**src/rtl/moon_collision_pkg.sv**
```systemverilog
// Purpose: shared game constants and the collision FSM state encoding.
// Latency: n/a (types and constants only).
// Backpressure: n/a.
package moon_collision_pkg;

  // Playfield extent, shared with the sprite generators.
  localparam int MAX_X   = 384;
  localparam int MAX_Y   = 448;

  // Width of the lives counter (up to 7 lives).
  localparam int LIVES_W = 3;

  // Width of the per-frame overlap counter (saturates at 255).
  localparam int CNT_W   = 8;

  typedef enum logic [1:0] {
    ALIVE    = 2'd0,
    HIT_WAIT = 2'd1,
    INVULN   = 2'd2,
    DEAD     = 2'd3
  } state_t;

endpackage

```
**src/rtl/moon_collision_overlap_counter.sv**
```systemverilog
// Purpose: counts player/moon overlapping pixels per frame, latches the total at frame_tick.
// Latency: count updates the cycle after a qualifying pixel; overlap_last the cycle after frame_tick.
// Backpressure: none; every qualified pixel is counted (saturating at 255).
//
// Ports: clk, reset (sync, active low), pixel_tick/x/y/player_on/moon_on pixel stream,
//        frame_tick frame boundary, clear (new game), count running total, overlap_last
//        total of the last completed frame.
module moon_collision_overlap_counter #(
  parameter int MAX_X = moon_collision_pkg::MAX_X,
  parameter int MAX_Y = moon_collision_pkg::MAX_Y
) (
  input  logic       clk,
  input  logic       reset,
  input  logic       pixel_tick,
  input  logic       frame_tick,
  input  logic       clear,
  input  logic [9:0] x,
  input  logic [9:0] y,
  input  logic       player_on,
  input  logic       moon_on,
  output logic [7:0] count,
  output logic [7:0] overlap_last
);
  import moon_collision_pkg::*;

  localparam logic [9:0]       X_LIM   = 10'(MAX_X);
  localparam logic [9:0]       Y_LIM   = 10'(MAX_Y);
  localparam logic [CNT_W-1:0] CNT_MAX = '1;

  logic qual;

  assign qual = pixel_tick && player_on && moon_on && (x < X_LIM) && (y < Y_LIM);

  always_ff @(posedge clk) begin
    if (!reset) begin
      count        <= '0;
      overlap_last <= '0;
    end else begin
      if (frame_tick) begin
        overlap_last <= count;
      end
      if (clear) begin
        count <= '0;
      end else if (frame_tick) begin
        // A pixel qualifying on the frame_tick cycle belongs to the new frame.
        count <= {{(CNT_W-1){1'b0}}, qual};
      end else if (qual && (count != CNT_MAX)) begin
        count <= count + 8'd1;
      end
    end
  end

endmodule

```
**src/rtl/moon_collision.sv**
```systemverilog
// Purpose: turns per-frame moon/player overlap into hit requests; owns lives, invulnerability, game over.
// Latency: hit rises the cycle after the evaluating frame_tick, falls the cycle after hit_ack.
// Backpressure: hit is a level held until hit_ack; overlaps are not evaluated while a hit is pending.
//
// Ports: clk, reset (sync, active low); pixel stream pixel_tick/x/y/player_on/moon_on;
//        frame_tick; hit/hit_ack request-acknowledge; restart leaves game over;
//        lives, invuln, flash, game_over, overlap_last status.
module moon_collision #(
  parameter int LIVES_INIT    = 3,
  parameter int INVULN_FRAMES = 120,
  parameter int HIT_PIXELS    = 4,
  parameter int MAX_X         = moon_collision_pkg::MAX_X,
  parameter int MAX_Y         = moon_collision_pkg::MAX_Y
) (
  input  logic       clk,
  input  logic       reset,
  input  logic       pixel_tick,
  input  logic       frame_tick,
  input  logic [9:0] x,
  input  logic [9:0] y,
  input  logic       player_on,
  input  logic       moon_on,
  input  logic       hit_ack,
  input  logic       restart,
  output logic       hit,
  output logic [2:0] lives,
  output logic       invuln,
  output logic       flash,
  output logic       game_over,
  output logic [7:0] overlap_last
);
  import moon_collision_pkg::*;

  localparam logic [CNT_W-1:0]   HIT_TH   = CNT_W'(HIT_PIXELS);
  localparam logic [7:0]         INV_LOAD = 8'(INVULN_FRAMES);
  localparam logic [LIVES_W-1:0] LIVES_LD = LIVES_W'(LIVES_INIT);

  state_t           state;
  state_t           state_nxt;
  logic [CNT_W-1:0] count;
  logic [7:0]       inv_cnt;
  logic [3:0]       blink_cnt;
  logic             eval_hit;
  logic             new_game;
  logic             hit_nxt;
  logic             invuln_nxt;
  logic             game_over_nxt;

  // Restart only means something once the game is over.
  assign new_game = (state == DEAD) && restart;

  // Frame evaluation; lives != 0 keeps the counter from wrapping.
  assign eval_hit = (state == ALIVE) && frame_tick && (count >= HIT_TH) && (lives != '0);

  moon_collision_overlap_counter #(
    .MAX_X (MAX_X),
    .MAX_Y (MAX_Y)
  ) u_overlap_counter (
    .clk          (clk),
    .reset        (reset),
    .pixel_tick   (pixel_tick),
    .frame_tick   (frame_tick),
    .clear        (new_game),
    .x            (x),
    .y            (y),
    .player_on    (player_on),
    .moon_on      (moon_on),
    .count        (count),
    .overlap_last (overlap_last)
  );

  // State register, with the state-decoded outputs registered alongside.
  always_ff @(posedge clk) begin
    if (!reset) begin
      state     <= ALIVE;
      hit       <= 1'b0;
      invuln    <= 1'b0;
      game_over <= 1'b0;
    end else begin
      state     <= state_nxt;
      hit       <= hit_nxt;
      invuln    <= invuln_nxt;
      game_over <= game_over_nxt;
    end
  end

  // Next-state logic.
  always_comb begin
    state_nxt = state;
    case (state)
      ALIVE: begin
        if (eval_hit) state_nxt = HIT_WAIT;
      end
      HIT_WAIT: begin
        // lives was already decremented when the hit was raised.
        if (hit_ack) state_nxt = (lives == '0) ? DEAD : INVULN;
      end
      INVULN: begin
        // The frame_tick that takes the window to zero ends it.
        if (frame_tick && (inv_cnt <= 8'd1)) state_nxt = ALIVE;
      end
      DEAD: begin
        if (restart) state_nxt = ALIVE;
      end
      default: state_nxt = ALIVE;
    endcase
  end

  // Output logic: values the registered outputs take in the next state.
  always_comb begin
    hit_nxt       = (state_nxt == HIT_WAIT);
    invuln_nxt    = (state_nxt == INVULN);
    game_over_nxt = (state_nxt == DEAD);
  end

  // Lives, invulnerability window and blink counter.
  always_ff @(posedge clk) begin
    if (!reset) begin
      lives     <= LIVES_LD;
      inv_cnt   <= '0;
      blink_cnt <= '0;
    end else begin
      case (state)
        ALIVE: begin
          if (eval_hit) lives <= lives - 3'd1;
        end
        HIT_WAIT: begin
          // An ack on a frame_tick loads the full window; that tick is not counted.
          if (hit_ack && (lives != '0)) inv_cnt <= INV_LOAD;
        end
        INVULN: begin
          if (frame_tick) begin
            if (inv_cnt != '0) inv_cnt <= inv_cnt - 8'd1;
            blink_cnt <= blink_cnt + 4'd1;
          end
        end
        DEAD: begin
          if (restart) begin
            lives     <= LIVES_LD;
            inv_cnt   <= '0;
            blink_cnt <= '0;
          end
        end
        default: begin
          lives <= lives;
        end
      endcase
    end
  end

  assign flash = invuln & blink_cnt[3];

endmodule

```
**config.mk**
```make
export PLATFORM = sky130hd
export DESIGN_NAME = moon_collision
export DESIGN_NICKNAME = d
export VERILOG_FILES = /design/src/rtl/moon_collision_pkg.sv /design/src/rtl/moon_collision_overlap_counter.sv /design/src/rtl/moon_collision.sv
export SDC_FILE = /design/constraint.sdc
export NUM_CORES = 1
export LEC_CHECK = 0
export ABC_AREA = 0
export CAP_MARGIN = 20
export CORE_MARGIN = 1
export CORE_UTILIZATION = 25
export CTS_BUF_LIST = sky130_fd_sc_hd__clkbuf_4
export CTS_CLUSTER_SIZE = 8
export DETAILED_ROUTE_END_ITERATION = 12
export PLACE_DENSITY_LB_ADDON = 0.15
export SLEW_MARGIN = 20
export SYNTH_ARGS = -nofsm -noshare
export SYNTH_HDL_FRONTEND = slang
export SYNTH_SLANG_ARGS = --single-unit
```
**constraint.sdc**
```tcl
create_clock -name clk -period 4.3 [get_ports clk]
set_clock_uncertainty 0.05 [all_clocks]
set_input_delay 0.86 -clock clk [delete_from_list [all_inputs] [get_ports clk]]
set_output_delay 0.86 -clock clk [all_outputs]
set_load 0.01 [all_outputs]
```
==> flow_summary.yaml, run 1 <==
cts:
  cts_root_buffer: "clkbuf_4"
  clkLatencyLatePin_ns: 0.35
  clkSinkCount: 36
  postCtsHoldBufs: 0
  cts_made_buffers: 5
  cts.repair.resized: 0
  clk_pin_slew_ns: 0.12
  cts_max_path_buffers: 2
  cts_tree: "yes"
  htreeDepth: 2
  cts_setup_buffers: 0
synthesis:
  syn_avg_cell_area_sq_um: 8.53
  yosysTopAreaCell: "dfxtp_1"
  synth.top_cell.area_share_pct: 39.3
  ys_types: 45
  synth-async-reset-ratio_pct: 0
  synth_top_flop_cell: "dfxtp_1"
  synth-seq-area-share_pct: 39.3
  syn_inst: 215
  synth-edff-count: 0
  netlist_area_sq_um: 1830
  ys_warn_count: 0
  synth_nets: 251
  netlist_top_cells_area: "dfxtp_1, nor2_1, ha_1"
  yosys_register_bits: 36
global_route:
  grt_max_degree: 21
  grt_overflow_total: 0
  grtUsageTotal_pct: 12.0
  antenna_found_initial: 0
  grt_pass1_vias: 1456
  grt_first_pass_wirelength_mm: 7.02
detailed_routing:
  drc_errors: 0
  firstDrtPassIters: 4
  via_per_inst: 4.53
  drtIter0Drc: 40
  routed-via-count: 1544
  drtAntennaViolNets: 0
  wirelength_mm: 4.13
  wl_per_cell_um: 12.1
critical_path:
  crit_type: "input port to register"
  r2r_cells: 5
  rr_endpoint: "inv_cnt[7]"
  cp-end-kind: "register"
  rr_startpoint: "state[1]"
  critical_path.startpoint_type: "input port"
  ff2ff_setup_slack_ns: 2.30
  critical_path_arrival_ns: 2.64
  cp.required_ns: 4.54
  cp_max_fo: 19
sta:
  rsz0062_at_grt: "no"
  setup_slack_ns: 1.91
  setup_viol: 0
  relSlewSlack_pct: 54.5
  timing.fmax_mhz: 418
  tightest_slew_ns: 0.681
  hold_viol_final: 0
  layout_min_cycle_time_ns: 2.39
  finalSetupTns_ns: 0
  slew_violations: 0
  fin_crit_sh_pct: 55.7
floorplanning:
  rows: 30
  dieArea_sq_um: 7680
  ios: 43
  dieHeight_um: 87.6
  initial_core_util_pct: 26.4
  die_x_um: 87.6
  fp.coreArea_sq_um: 6940
layout:
  n_antenna_cell: 0
  register_area_sq_um: 721
  instances_no_fill: 341
  multiInputGateArea_sq_um: 1030
  fillers: 744
  area_growth_pct: 24.0
  design_area_sq_um: 2270
  post-route-util_pct: 32.7
  drive_gt1_share_pct: 6.53
  final_nets: 280
  final_cell_mix: "dfxtp_1, nor2_1, clkdlybuf4s50_1, nand2_1, a21oi_1"
  layout_commonest_cell: "dfxtp_1"
worst_hold_path:
  min_path_cells: 2
  min_from: "u_overlap_counter.overlap_last[0]"
  hold_path.class: "register to register"
  hold_path_end: "u_overlap_counter.overlap_last[0]"
status:
  run_status: "finished, final reports clean"
power:
  p_per_area_nw_per_um2: 244
  p_leak_uw: 0.000892
  vdd_drop_max_uv: 65.8
place:
  gp_congestion: 0.748
  dp_hpwl_mm: 2.91
  pre_cts_ws_ns: 1.53
  port_buffers: 29
  dpl_cell_area_sq_um: 2220
  post-place-cells: 333
run:
  cap_violations: 0
metrics by stage:
stage	total power [uW]	hold slack, ns
detailed placement	374	0.432
finish	554	0.456
global placement	374	0.426
floorplan	356	0.420
global route	579	0.491
CTS	566	0.465
power by group:
group	internal, uW	switching [uW]	leakage (uW)
clock	62.8	125	0.0000349
sequential	334	0.156	0.000290
combinational	17.0	15.0	0.000568
kinds of logic (layout without fill, tap and decap cells):
kind of cell,count (synthesis),in the layout,synth area share (%)
AO/OA/AOI/OAI,44,44,16.7
XOR/XNOR,10,10,4.78
adder cells (fa/ha/maj),8,8,5.46
buffers and inverters,22,52,4.71
flip-flops,36,36,39.3
multiplexers,8,8,4.37
AND/OR/NAND/NOR,87,87,24.7
area by class of cell:
cell class,count,area share (%)
clock inverters,3,0.826
inverters,14,2.31
clock buffers,5,1.65
flip-flops and latches,36,31.7
repair buffers,30,13.1
well taps,96,5.28
multi-input cells,157,45.1
flip-flops by register name, summed over array words and instances, names as in the netlist:
register	cells
game_over	1
u_overlap_counter.overlap_last	8
hit	1
blink_cnt	4
state	2
u_overlap_counter.count	8
lives	3
invuln	1
inv_cnt	8
synthesized netlist by cell type (all sizes together) (3+ instances only):
master  instances
mux2i           8
a21boi          5
inv            14
nor2b           3
and2            3
nand4           7
a21oi          17
or3             3
nand2          15
ha              8
nand3           8
dfxtp          36
o21ai           7
buf             6
a31oi           3
nand2b          4
nor2           29
xor2            8
nor3            3
how the worst max path moves through the flow:
stage,start,to,slack (ns),cells after the start
floorplan,x[9],u_overlap_counter.count[7],2.22,5
global placement,frame_tick,inv_cnt[7],1.54,7
detailed placement,frame_tick,invuln,1.53,7
CTS,frame_tick,invuln,1.90,7
global route,frame_tick,inv_cnt[7],1.77,7
finish,frame_tick,inv_cnt[7],1.91,7
layer usage:
layer	up-vias	global-route usage, %	share of wire, %
li1	807	-	-
met1	710	15.6	50
met2	21	18.8	45
met3	6	3.11	2.8
met4	0	5.37	1.5
met5	-	0	0
critical path, stage by stage:
cell             delay [ns]
clkdlybuf4s50_1        0.46
buf_4                  0.26
and3b_1                0.20
a21boi_1               0.24
a21oi_2                0.10
or3_1                  0.38
a21boi_1               0.14
No activity file was read; power rests on OpenSTA's default activity.
==> inputs of run 2 (changes only) <==
==> constraint.sdc (replaced) <==
create_clock -name clk -period 2.15 [get_ports clk]
set_clock_uncertainty 0.05 [all_clocks]
set_input_delay 0.43 -clock clk [delete_from_list [all_inputs] [get_ports clk]]
set_output_delay 0.43 -clock clk [all_outputs]
set_load 0.01 [all_outputs]
==> flow_summary.yaml, run 2 (synthesis results as in run 1) <==
status:
  run_status: "finished, final reports clean"
sta:
  slew_violations: 0
  setup_viol: 0
  layout_min_cycle_time_ns: 1.82
  tightest_slew_ns: 0.413
  holdWs_ns: 0.450
  relSlewSlack_pct: 72.2
  setup_slack_ns: 0.326
  fin_crit_sh_pct: 84.8
  timing.fmax_mhz: 548
  rsz0062_at_grt: "no"
  finalSetupTns_ns: 0
  hold_viol_final: 0
critical_path:
  cp_slowest_cell: "dfxtp_1"
  critical_path_arrival_ns: 2.02
  cp-end-kind: "register"
  critical_path.startpoint_type: "register"
  max_stage_delay_ns: 0.39
  crit_chain: "inv_1, ha_1, nor3b_1, a21boi_1, buf_4, o21ai_1, buf_4, a21o_1, o21ai_1"
  crit_type: "register to register"
  cp.required_ns: 2.35
  cp_max_fo: 6
floorplanning:
  dieHeight_um: 87.6
  rows: 30
  ios: 43
  die_x_um: 87.6
  initial_core_util_pct: 26.4
  fp.coreArea_sq_um: 6940
  dieArea_sq_um: 7680
place:
  port_buffers: 29
  dp_hpwl_mm: 3.17
  post-place-cells: 347
  pre_cts_ws_ns: 0.0441
  gp_congestion: 0.764
cts:
  cts_tree: "yes"
  cts.repair.resized: 0
  cts_root_buffer: "clkbuf_4"
  clk_pin_slew_ns: 0.12
  htreeDepth: 2
  clkLatencyLatePin_ns: 0.35
  clkSinkCount: 36
  cts_max_path_buffers: 2
  cts_made_buffers: 5
  cts_setup_buffers: 0
  postCtsHoldBufs: 0
detailed_routing:
  firstDrtPassIters: 4
  wl_per_cell_um: 12.3
  via_per_inst: 4.39
  wirelength_mm: 4.35
  drc_errors: 0
  drtIter0Drc: 76
  drtAntennaViolNets: 0
  routed-via-count: 1557
global_route:
  grt_max_degree: 17
  grt_first_pass_wirelength_mm: 7.25
  grt_overflow_total: 0
  grt_pass1_vias: 1472
  antenna_found_initial: 0
  grtUsageTotal_pct: 12.4
layout:
  drive_gt1_share_pct: 11.6
  reg_top3: "inv_cnt (8), u_overlap_counter.count (8), u_overlap_counter.overlap_last (8)"
  n_antenna_cell: 0
  layout_commonest_cell: "dfxtp_1"
  instances_no_fill: 355
  final_cell_mix: "dfxtp_1, nor2_1, clkdlybuf4s50_1"
  area_growth_pct: 29.8
  final_nets: 294
power:
  p_leak_uw: 0.000962
  switching_share_pct: 25.1
  p_per_area_nw_per_um2: 467
  pwr-share-seq_pct: 60.0
  pwr-share-comb_pct: 6.5
  p_sw_uw: 279
  vdd_drop_max_uv: 156
  power_uw: 1110
  p_clk_share_pct: 33.4
  internal_power_uw: 833
run:
  cap_violations: 0
worst_hold_path:
  hold_path.class: "register to register"
-- run 2: changes by cell type in the layout (fill, tap and decap cells not counted) --
cell and change:
buf_4 +14
-- run 2: area by class of cell --
cell class,instances,area [sq um]
Tap cell,96,120
Fill cell,773,4570
Timing Repair Buffer,44,403
Inverter,14,52.6
Clock inverter,3,18.8
Sequential cell,36,721
Clock buffer,5,37.5
Multi-Input combinational cell,157,1030
-- run 2: per-stage QoR --
step / utilization (%) / area [sq um]
after CTS: 34.3 / 2380
after floorplan: - / 1830
after global placement: 33.4 / 2320
after detailed placement: 33.4 / 2320
final: 34.3 / 2380
after global routing: 34.3 / 2380
-- run 2: layer usage --
| metal | share of wire, % | track usage (%) | wire length [um] | up-vias |
|---|---|---|---|---|
| met5 | 0 | 0 | 0 | - |
| met4 | 1.7 | 5.37 | 74 | 0 |
| met3 | 3.3 | 3.77 | 143 | 6 |
| met2 | 43 | 17.8 | 1860 | 22 |
| met1 | 52 | 17.2 | 2270 | 703 |
| li1 | - | - | - | 826 |
-- run 2: path summary, 6_finish.rpt --
check,slack (ns),endpoint,cells after the start,from
worst max-delay path,0.33,inv_cnt[4],9,inv_cnt[0]
worst min register to register,0.45,u_overlap_counter.overlap_last[0],2,u_overlap_counter.overlap_last[0]
worst min-delay path,0.45,u_overlap_counter.overlap_last[0],2,u_overlap_counter.overlap_last[0]
worst max register to register,0.33,inv_cnt[4],9,inv_cnt[0]
-- run 2: worst max-delay path: cells and delay by family, from the launching register on --
family / cells / cell delay (ns)
AOI/OAI and AO/OA: 4 / 0.40
adders and majority gates: 1 / 0.15
buffers and inverters: 3 / 0.40
DFF: 1 / 0.39
and+or+nand+nor: 1 / 0.32
-- run 2: power by group through the flow --
stage	combinational (uW)	sequential (uW)	clock (uW)
2_1_floorplan	29.0	682	0
3_3_place_gp	73.0	682	0
3_5_place_dp	73.1	682	0
4_1_cts	73.3	668	394
5_1_grt	78.1	668	419
6_report	72.5	667	372
==> inputs of run 3 (changes only) <==
==> constraint.sdc (replaced) <==
create_clock -name clk -period 1.9 [get_ports clk]
set_clock_uncertainty 0.05 [all_clocks]
set_input_delay 0.38 -clock clk [delete_from_list [all_inputs] [get_ports clk]]
set_output_delay 0.38 -clock clk [all_outputs]
set_load 0.01 [all_outputs]
==> flow_summary.yaml, run 3 (synthesis results as in run 1) <==
status:
  run_status: "finished, final reports clean"
floorplanning:
  ios: 43
  dieHeight_um: 87.6
  die_x_um: 87.6
  dieArea_sq_um: 7680
  fp.coreArea_sq_um: 6940
  initial_core_util_pct: 26.4
  rows: 30
power:
  vdd_drop_max_uv: 163
  power_uw: 1270
  switching_share_pct: 25.5
  pwr-share-seq_pct: 59.6
  internal_power_uw: 944
  p_per_area_nw_per_um2: 512
  p_sw_uw: 323
  pwr-share-comb_pct: 6.6
  p_clk_share_pct: 33.8
  p_leak_uw: 0.00102
sta:
  rsz0062_at_grt: "no"
  tightest_slew_ns: 0.389
  holdWs_ns: 0.436
  relSlewSlack_pct: 74.0
  layout_min_cycle_time_ns: 1.78
  slew_violations: 0
  timing.fmax_mhz: 562
  fin_crit_sh_pct: 93.6
  setup_viol: 0
  hold_viol_final: 0
layout:
  layout_commonest_cell: "dfxtp_1"
  reg_top3: "inv_cnt (8), u_overlap_counter.count (8), u_overlap_counter.overlap_last (8)"
  fillers: 735
  post-route-util_pct: 35.6
  n_antenna_cell: 0
  design_area_sq_um: 2470
  area_growth_pct: 35.0
  final_nets: 305
  drive_gt1_share_pct: 17.0
  final_cell_mix: "dfxtp_1, nor2_1, clkdlybuf4s50_1, buf_4"
critical_path:
  max_stage_delay_ns: 0.35
  r2r_cells: 7
  cp_slowest_cell: "dfxtp_2"
  critical_path_arrival_ns: 2.01
  ff2ff_setup_slack_ns: 0.12
  critical_path.startpoint_type: "register"
  crit_chain: "inv_2, ha_1, nor2b_2, o311ai_4, a21oi_2, or3_1, a21boi_1"
  rr_startpoint: "lives[0]"
  cp_max_fo: 4
  rr_endpoint: "inv_cnt[2]"
  cp.required_ns: 2.14
  crit_type: "register to register"
  cp-end-kind: "register"
place:
  gp_congestion: 0.762
  dp_hpwl_mm: 3.27
  port_buffers: 29
  dpl_cell_area_sq_um: 2390
global_route:
  grt_overflow_total: 0
  gr-usage-met3_pct: 3.58
  grt_first_pass_wirelength_mm: 7.09
  top_usage_layer: "met2"
  antenna_found_initial: 0
  grt_use_met1_pct: 17.3
  grtUsageMet2_pct: 18.0
  grt_max_degree: 17
  grt_pass1_vias: 1432
  grtUsageTotal_pct: 12.4
cts:
  cts_max_path_buffers: 2
  clk_pin_slew_ns: 0.12
  clkLatencyLatePin_ns: 0.35
  cts_tree: "yes"
  htreeDepth: 2
  clkSinkCount: 36
  postCtsHoldBufs: 0
  cts_made_buffers: 5
  cts_root_buffer: "clkbuf_4"
detailed_routing:
  drtAntennaViolNets: 0
  drc_errors: 0
  via_per_inst: 4.45
  wl_per_cell_um: 11.9
  routed-via-count: 1628
  drtIter0Drc: 47
  firstDrtPassIters: 4
  wirelength_mm: 4.37
worst_hold_path:
  hold_path.class: "register to register"
  min_path_cells: 1
  hold_path_end: "lives[1]"
  min_from: "lives[1]"
run:
  cap_violations: 0
-- run 3: how the worst max path moves through the flow --
stage,start,end,slack (ns),depth (start not counted)
floorplan,lives[0],inv_cnt[7],0.07,7
global placement,frame_tick,inv_cnt[7],-0.19,6
detailed placement,frame_tick,blink_cnt[3],-0.16,7
CTS,lives[1],inv_cnt[7],0.06,7
global route,lives[0],inv_cnt[7],0.01,7
finish,lives[0],inv_cnt[2],0.12,7
-- run 3: worst max-delay path: cells and delay by family, from the launching register on --
family / cells / cell delay (ns)
and+or+nand+nor: 2 / 0.50
AOI/OAI and AO/OA: 3 / 0.59
adders and majority gates: 1 / 0.18
DFF: 1 / 0.35
buffers and inverters: 1 / 0.05
-- run 3: final cells by class --
| type | count | area [sq um] | share of cell area, % |
|---|---|---|---|
| sequential | 36 | 723 | 29.2 |
| inverter | 14 | 52.6 | 2.12 |
| clock buffer | 5 | 37.5 | 1.52 |
| tap | 96 | 120 | 4.85 |
| multi-input combinational | 157 | 1030 | 41.8 |
| timing repair buffer | 55 | 489 | 19.8 |
| clock inverter | 3 | 18.8 | 0.758 |
-- run 3: what timing repair did --
action,in CTS,in global routing
buffers inserted,0,2
gates resized for setup,0,7
endpoints found under the setup margin,0,6
-- run 3: per-stage QoR --
step	TNS, ns	cells	setup WS (ns)
floorplan	0	215	0.0709
global placement	-2.16	356	-0.194
finish	0	366	0.122
detailed placement	-1.82	356	-0.165
CTS	0	364	0.0641
global route	0	366	0.0114
-- run 3: metal layers --
metal / vias up / part of all wire (%)
met5: - / 0
met4: 0 / 1.2
met3: 4 / 3.8
met2: 31 / 44
met1: 737 / 52
li1: 856 / -
-- run 3: power groups by stage --
stage	Sequential [uW]	Clock, uW	Combinational [uW]
finish	755	428	83.5
global placement	772	0	85.0
CTS	756	456	84.8
detailed placement	772	0	84.4
global route	756	483	90.5
floorplan	772	0	32.8
